==> src/rtl/baud_gen.sv <==
// baud_gen: 16x-oversample and bit-period tick generator for a UART.
// A 12-bit divisor D sets the oversample tick period (D cycles); every
// 16th oversample tick is also a bit tick. A change on the divisor input
// restarts all timing, and a zero divisor is flagged instead of counted.
module baud_gen (
  input  logic        clk_in,
  input  logic        reset_n_in,
  input  logic        en_in,
  input  logic [11:0] baud_div_in,
  output logic        os_tick_out,
  output logic        bit_tick_out,
  output logic [3:0]  os_phase_out,
  output logic        div_err_out
);

  localparam int DIV_W = 12;
  localparam int PH_W  = 4;

  localparam logic [DIV_W-1:0] DIV_ONE  = DIV_W'(1);
  localparam logic [DIV_W-1:0] DIV_ZERO = '0;
  localparam logic [PH_W-1:0]  PH_ONE   = PH_W'(1);
  localparam logic [PH_W-1:0]  PH_LAST  = '1;

  // Registered state and its next-state values
  logic [DIV_W-1:0] div_q, div_d;          // captured divisor
  logic [DIV_W-1:0] div_cnt_q, div_cnt_d;  // cycles within one os period
  logic [PH_W-1:0]  os_cnt_q, os_cnt_d;    // oversample phase
  logic             os_tick_q, os_tick_d;
  logic             bit_tick_q, bit_tick_d;
  logic             div_err_q, div_err_d;

  // Decoded conditions on the current state
  logic reload;     // divisor input differs from the captured copy
  logic div_zero;   // captured divisor is unusable
  logic at_term;    // last cycle of the current os period
  logic counting;   // generator is actively advancing this edge

  // Condition decode: kept separate so the next-state logic reads as a
  // straight priority list (reload, then idle/zero, then count).
  always_comb begin
    reload   = (baud_div_in != div_q);
    div_zero = (div_q == DIV_ZERO);
    // div_q - 1 wraps for a zero divisor, but at_term is only used when
    // counting, which already excludes that case.
    at_term  = (div_cnt_q == (div_q - DIV_ONE));
    counting = !reload && en_in && !div_zero;
  end

  // Next-state computation. Every path that does not count clears the
  // counters, so a partial period is never carried across a reload,
  // a disable, or a zero divisor.
  always_comb begin
    div_d      = div_q;
    div_cnt_d  = '0;
    os_cnt_d   = '0;
    os_tick_d  = 1'b0;
    bit_tick_d = 1'b0;
    // The error flag follows the divisor with one cycle of lag, so it
    // looks at the captured value before any reload lands.
    div_err_d  = div_zero;

    if (reload) begin
      div_d = baud_div_in;
    end else if (counting) begin
      if (at_term) begin
        div_cnt_d  = '0;
        os_tick_d  = 1'b1;
        os_cnt_d   = os_cnt_q + PH_ONE;
        // The bit tick marks the phase wrap 15 -> 0.
        bit_tick_d = (os_cnt_q == PH_LAST);
      end else begin
        div_cnt_d  = div_cnt_q + DIV_ONE;
        os_cnt_d   = os_cnt_q;
      end
    end
  end

  // State register with synchronous active-low reset. Reset leaves the
  // divisor at zero, so a nonzero input reloads on the first free edge.
  always_ff @(posedge clk_in) begin
    if (!reset_n_in) begin
      div_q      <= '0;
      div_cnt_q  <= '0;
      os_cnt_q   <= '0;
      os_tick_q  <= 1'b0;
      bit_tick_q <= 1'b0;
      div_err_q  <= 1'b1;
    end else begin
      div_q      <= div_d;
      div_cnt_q  <= div_cnt_d;
      os_cnt_q   <= os_cnt_d;
      os_tick_q  <= os_tick_d;
      bit_tick_q <= bit_tick_d;
      div_err_q  <= div_err_d;
    end
  end

  // All outputs come straight from flops.
  assign os_tick_out  = os_tick_q;
  assign bit_tick_out = bit_tick_q;
  assign os_phase_out = os_cnt_q;
  assign div_err_out  = div_err_q;

endmodule

==> config.mk <==
export PLATFORM = sky130hd
export DESIGN_NAME = baud_gen
export DESIGN_NICKNAME = d
export VERILOG_FILES = /design/src/rtl/baud_gen.sv
export SDC_FILE = /design/constraint.sdc
export NUM_CORES = 1
export LEC_CHECK = 0
export CAP_MARGIN = 40
export CORE_MARGIN = 2
export CORE_UTILIZATION = 55
export CTS_BUF_LIST = sky130_fd_sc_hd__clkbuf_4
export CTS_CLUSTER_SIZE = 30
export DETAILED_ROUTE_END_ITERATION = 16
export GPL_TIMING_DRIVEN = 0
export PLACE_DENSITY_LB_ADDON = 0.3
export SETUP_SLACK_MARGIN = 0.2
export SLEW_MARGIN = 0
export SYNTH_ARGS = -nofsm -noshare
export SYNTH_HDL_FRONTEND = slang
export SYNTH_SLANG_ARGS = --single-unit
==> constraint.sdc <==
create_clock -name clk_in -period 6.4 [get_ports clk_in]
set_input_delay 1.92 -clock clk_in [delete_from_list [all_inputs] [get_ports clk_in]]
set_output_delay 1.92 -clock clk_in [all_outputs]
set_load 0.03 [all_outputs]
==> impl_metrics.tcl, run 1 <==
set metrics [dict create \
    timing.setup.tns_ns 0 \
    dieArea_um2 3630 \
    initial_core_util_pct 57.4 \
    placed_area_um2 2000 \
    dieWidth_um 60.2 \
    p_seq_share_pct 55.9 \
    ys_seq_area_share_pct 35.7 \
    slew_headroom_pct 43.3 \
    min_period_ns 3.78 \
    drc 0 \
    fin_worst_skew_ns 0.00450 \
    port-buffer-count 21 \
    met1_length_mm 1.49 \
    totalWireLength_mm 3.32 \
    dr.pass1.iters 5 \
    clock_sinks 31 \
    post-dp-hpwl_mm 2.67 \
    fp-row-count 20 \
    worstSetupPathType "in -> reg" \
    vdd_drop_max_uv 108 \
    period_share_pct 59.0 \
    worst_slack_ns 2.62 \
    path_buf_inv 3 \
    slowest_stage "clkdlybuf4s50_1" \
    die_h_um 60.2 \
    arrival_ns 4.04 \
    p_leak_nw 0.701 \
    vias_per_cell 5.38 \
    gp_congestion 0.960 \
    numCtsBuffers 5 \
    path_delay_family "simple AND/OR/NAND/NOR gates" \
    cts_root_buffer "clkbuf_4" \
    final_max_slew_viol_count 0 \
    cp_data_required_time_ns 6.66 \
    fill_cells 262 \
    syn_avg_cell_area_um2 9.06 \
    track_usage_pct 21.3 \
    hold_path_class "reg -> reg" \
    cts_resized 0 \
    wl_per_cell_um 12.6 \
    power_density_nw_per_um2 176 \
    grt_start_max_net_pins 11 \
    top_layer_used "met4" \
    drive_gt1_share_pct 11.0 \
    synth_edf_count 0 \
    synthArstFlopShare_pct 0 \
    setup_viol 0 \
    vias 1416 \
    grt_pass1_wl_mm 5.72 \
    coreArea_um2 3030 \
    synth-seq-cells 31 \
    final_antenna_net_count 0 \
    worst_slew_pin_slew_ns 0.843 \
    htreeDepth 2 \
    power_uw 362 \
    cts_setup_buffers 0 \
    drv_cap 0 \
    pwr-share-comb_pct 16.3 \
    fmax_mhz 265 \
    pin_count 22 \
    drt_iter0_markers 34 \
    end_kind "register" \
    setup.worst_path.start_class "primary input" \
    place_ws_ns 2.29 \
    wl_met2_mm 1.61 \
    grt_pass1_vias 1326 \
    area_delta_synth_final_pct 17.8 \
    cts_tree "yes" \
    grt_antenna_before_repair 0 \
    syn_inst 192 \
    antenna_cells 0 \
    p_sw_uw 89.7 \
    synth_top_flop_cell "dfxtp_1" \
    path_cells "clkdlybuf4s50_1 > xor2_1 > nor4_1 > nand3_1 > or4_1 > clkbuf_1 > o21bai_1 > buf_4 > nor2_1" \
    final_cell_area_um2 2050 \
    rsz0062_at_grt "false" \
    yosysWarnings 0 \
    fin_nets 238 \
    clockBufferDepth 2 \
    p_clk_share_pct 27.8 \
    p_int_uw 272 \
    synth_nets 210 \
    final-hold-violation-count 0 \
    gr-total-overflow 0 \
    sw_frac_of_total_pct 24.8 \
    status "completed" \
    path_clk_slew_ns 0.08 \
    met3_length_um 146 \
    clk_latency_ns 0.32 \
    synth_cell_types 43 \
    cts_hold_buf 0 \
    crit_fanout 10 \
    synth_area_um2 1740 \
    cpPeakStageDelay_ns 0.45 \
]
logic make-up after synthesis:
| logic type | share of synthesized area, % |
|---|---|
| multiplexers | 0.576 |
| buffers and inverters | 6.19 |
| AO/OA/AOI/OAI | 10.1 |
| adder cells (fa/ha/maj) | 2.73 |
| flip-flops | 35.7 |
| XOR/XNOR | 18.0 |
| AND/OR/NAND/NOR | 26.7 |
worst min-delay path, cell delays in order (launching register included):
cell,delay (ns)
dfxtp_1,0.33
nand3_1,0.07
nor3_1,0.04
state kept, by name (all words and copies together) (netlist names):
signal	cells
div_cnt_q	12
div_q	12
os_phase_out	4
bit_tick_out	1
div_err_out	1
os_tick_out	1
cells in the final DEF (no fill, tap or decap), drive strengths merged, types with 7 or more instances in the layout:
| cell | Yosys | routed |
|---|---|---|
| nand2 | 7 | 7 |
| clkbuf | 4 | 10 |
| xnor2 | 21 | 21 |
| nand3 | 10 | 10 |
| nor3 | 7 | 7 |
| dfxtp | 31 | 31 |
| nor2 | 17 | 17 |
| clkdlybuf4s50 | 0 | 21 |
| xor2 | 12 | 12 |
| and2 | 12 | 12 |
| inv | 10 | 10 |
metrics by stage:
stage | util (%) | instances | hold WS, ns
after detailed placement | 66.2 | 257 | 0.481
after global routing | 67.7 | 263 | 0.537
after CTS | 67.7 | 263 | 0.495
final | 67.7 | 263 | 0.487
after floorplan | - | 192 | 0.453
after global placement | 66.2 | 257 | 0.469
metal layers:
metal	vias to the layer above	track usage, %
li1	719	-
met3	9	5.84
met2	34	35.1
met4	0	8.57
met1	654	26.0
met5	-	0
path summary, 6_finish.rpt:
| path | startpoint | end | slack [ns] | cells after the start |
|---|---|---|---|---|
| hold / removal | os_phase_out[3] | bit_tick_out | 0.49 | 2 |
| setup / recovery | baud_div_in[7] | div_cnt_q[3] | 2.62 | 9 |
| hold reg to reg | os_phase_out[3] | bit_tick_out | 0.49 | 2 |
| setup reg to reg | div_q[0] | os_phase_out[3] | 3.75 | 8 |
synth_stat cells (2+ instances only):
cell,count,share of area [%]
dfxtp_1,31,36
xnor2_1,21,11
nor2_1,17,3.7
and2_1,12,4.3
xor2_1,12,6.0
inv_1,10,2.2
nand3_1,10,2.9
nand2_1,7,1.5
nor3_1,7,2.0
a21oi_1,6,1.7
nor4_1,5,1.8
or4_1,4,1.7
buf_4,3,1.3
clkbuf_1,3,0.65
ha_1,3,2.2
nand4_1,3,1.1
o21ai_0,3,0.86
buf_6,2,1.3
nand3b_1,2,0.86
o211ai_1,2,0.86
o31ai_1,2,0.86
o31ai_2,2,1.4
or2_2,2,0.72
or3_1,2,0.72
or3_2,2,0.86
or4_4,2,1.3
power by group through the flow:
stage / logic, mW / registers, mW / clock network (mW)
3_3_place_gp: 0.0569 / 0.206 / 0
3_5_place_dp: 0.0586 / 0.207 / 0
4_1_cts: 0.0588 / 0.202 / 0.103
5_1_grt: 0.0645 / 0.203 / 0.112
6_report: 0.0589 / 0.202 / 0.100
2_1_floorplan: 0.0398 / 0.206 / 0
final cells by class:
type	instances	area [um^2]	share of cell area, %
well taps	44	55.1	2.69
repair buffers	21	210	10.3
clock buffers	6	45.0	2.20
inverters	10	37.5	1.83
multi-input cells	142	1010	49.3
flip-flops and latches	31	621	30.3
plain buffers	9	70.1	3.42
Power figures use the tool's default switching activity.
==> run 2, diff against run 1 <==
Settings changed: CORE_UTILIZATION 55 to 51.
Clock period 6.4 ns to 3.3 ns, I/O delays scaled along.
==> impl_metrics.tcl, run 2 (synthesis gave the netlist of run 1 again) <==
set metrics [dict create \
    cp_data_required_time_ns 3.57 \
    arrival_ns 3.11 \
    grt_antenna_before_repair 0 \
    track_usage_pct 19.5 \
    dieArea_um2 3890 \
    clk_latency_ns 0.32 \
    vdd_drop_max_uv 230 \
    grt_pass1_wl_mm 6.06 \
    grt_pass1_vias 1371 \
    vias_per_cell 5.39 \
    worst_slack_ns 0.459 \
    port-buffer-count 21 \
    drt_iter0_markers 39 \
    dr.pass1.iters 4 \
    setup.worst_path.start_class "primary input" \
    rsz0062_at_grt "false" \
    cts_root_buffer "clkbuf_4" \
    pwr-share-comb_pct 16.3 \
    timing.setup.tns_ns 0 \
    layout_common_cells "31 x dfxtp_1, 21 x xnor2_1, 21 x clkdlybuf4s50_1" \
    layout_commonest_cell "dfxtp_1" \
    die_h_um 62.4 \
    htreeDepth 2 \
    drive_gt1_share_pct 10.9 \
    grt_start_max_net_pins 11 \
    status "completed" \
    gp_congestion 0.848 \
    fmax_mhz 352 \
    path_clk_slew_ns 0.10 \
    hold_path_class "reg -> reg" \
    cts_setup_buffers 0 \
    crit_start "baud_div_in[7]" \
    final_antenna_net_count 0 \
    drv_cap 0 \
    cts_hold_buf 0 \
    hp-start "os_phase_out[3]" \
    post-dp-hpwl_mm 2.63 \
    p_int_uw 519 \
    cts_resized 0 \
    p_sw_uw 190 \
    setup_viol 0 \
    p_clk_share_pct 28.4 \
    regToRegStartpoint "div_q[3]" \
    p_leak_nw 0.701 \
    dieWidth_um 62.4 \
    end_kind "register" \
    crit_fanout 10 \
    clockBufferDepth 2 \
    totalWireLength_mm 3.54 \
    power_density_nw_per_um2 345 \
    worstSetupPathType "in -> reg" \
    vias 1433 \
    p_seq_share_pct 55.3 \
    slew_headroom_pct 37.4 \
    initial_core_util_pct 52.5 \
    area_delta_synth_final_pct 18.1 \
    drc 0 \
    wl_per_cell_um 13.3 \
    antenna_cells 0 \
    worst_slew_pin_slew_ns 0.931 \
    power_uw 708 \
    place_ws_ns 0.123 \
    pin_count 22 \
    utilization_pct 62.0 \
    numCtsBuffers 5 \
    fin_nets 238 \
    clock_sinks 31 \
    final_max_slew_viol_count 0 \
    fin_cells 266 \
    gr-total-overflow 0 \
    min_period_ns 2.84 \
    place_inst 259 \
    period_share_pct 86.1 \
    sw_frac_of_total_pct 26.8 \
    final-hold-violation-count 0 \
    fin_worst_skew_ns 0.0123 \
    fp-row-count 21 \
    coreArea_um2 3310 \
    cts_tree "yes" \
]
run 2: power by group through the flow:
stage	clock network [mW]	logic (mW)	registers, mW
final	0.201	0.116	0.392
after global routing	0.225	0.126	0.393
after CTS	0.207	0.115	0.392
after global placement	0	0.112	0.400
after detailed placement	0	0.114	0.400
after floorplan	0	0.0773	0.400
run 2: metal layers:
metal,GRT usage (%),vias to the layer above,share of wire [%]
met1,24.4,655,48
li1,-,726,-
met3,5.23,7,4.4
met2,32.1,45,46
met4,7.78,0,1.4
met5,0,-,0
run 2: worst max-delay path, cell delays in order:
cell	delay (ns)
clkdlybuf4s50_1	0.43
xor2_1	0.15
nor4_1	0.30
nand3_1	0.11
or4_1	0.40
clkbuf_1	0.20
o21bai_1	0.24
buf_4	0.20
nor2_1	0.09
run 2: metrics by stage:
step / hold WS, ns / cell area [um^2]
floorplan: 0.453 / 1740
global placement: 0.472 / 2010
detailed placement: 0.490 / 2010
CTS: 0.506 / 2050
global route: 0.516 / 2050
finish: 0.500 / 2050
run 2: worst paths after layout:
kind	end	slack (ns)	cells after the start
max	div_cnt_q[5]	0.46	9
min	bit_tick_out	0.50	2
max reg2reg	div_cnt_q[5]	0.60	9
min reg2reg	bit_tick_out	0.50	2
run 2: cell type report:
cell class	count	area, um^2
Tap cell	46	57.6
Fill cell	302	1260
Buffer	9	70.1
Multi-Input combinational cell	142	1010
Sequential cell	31	621
Timing Repair Buffer	21	210
Clock buffer	5	37.5
Inverter	10	37.5
Clock inverter	2	8.76
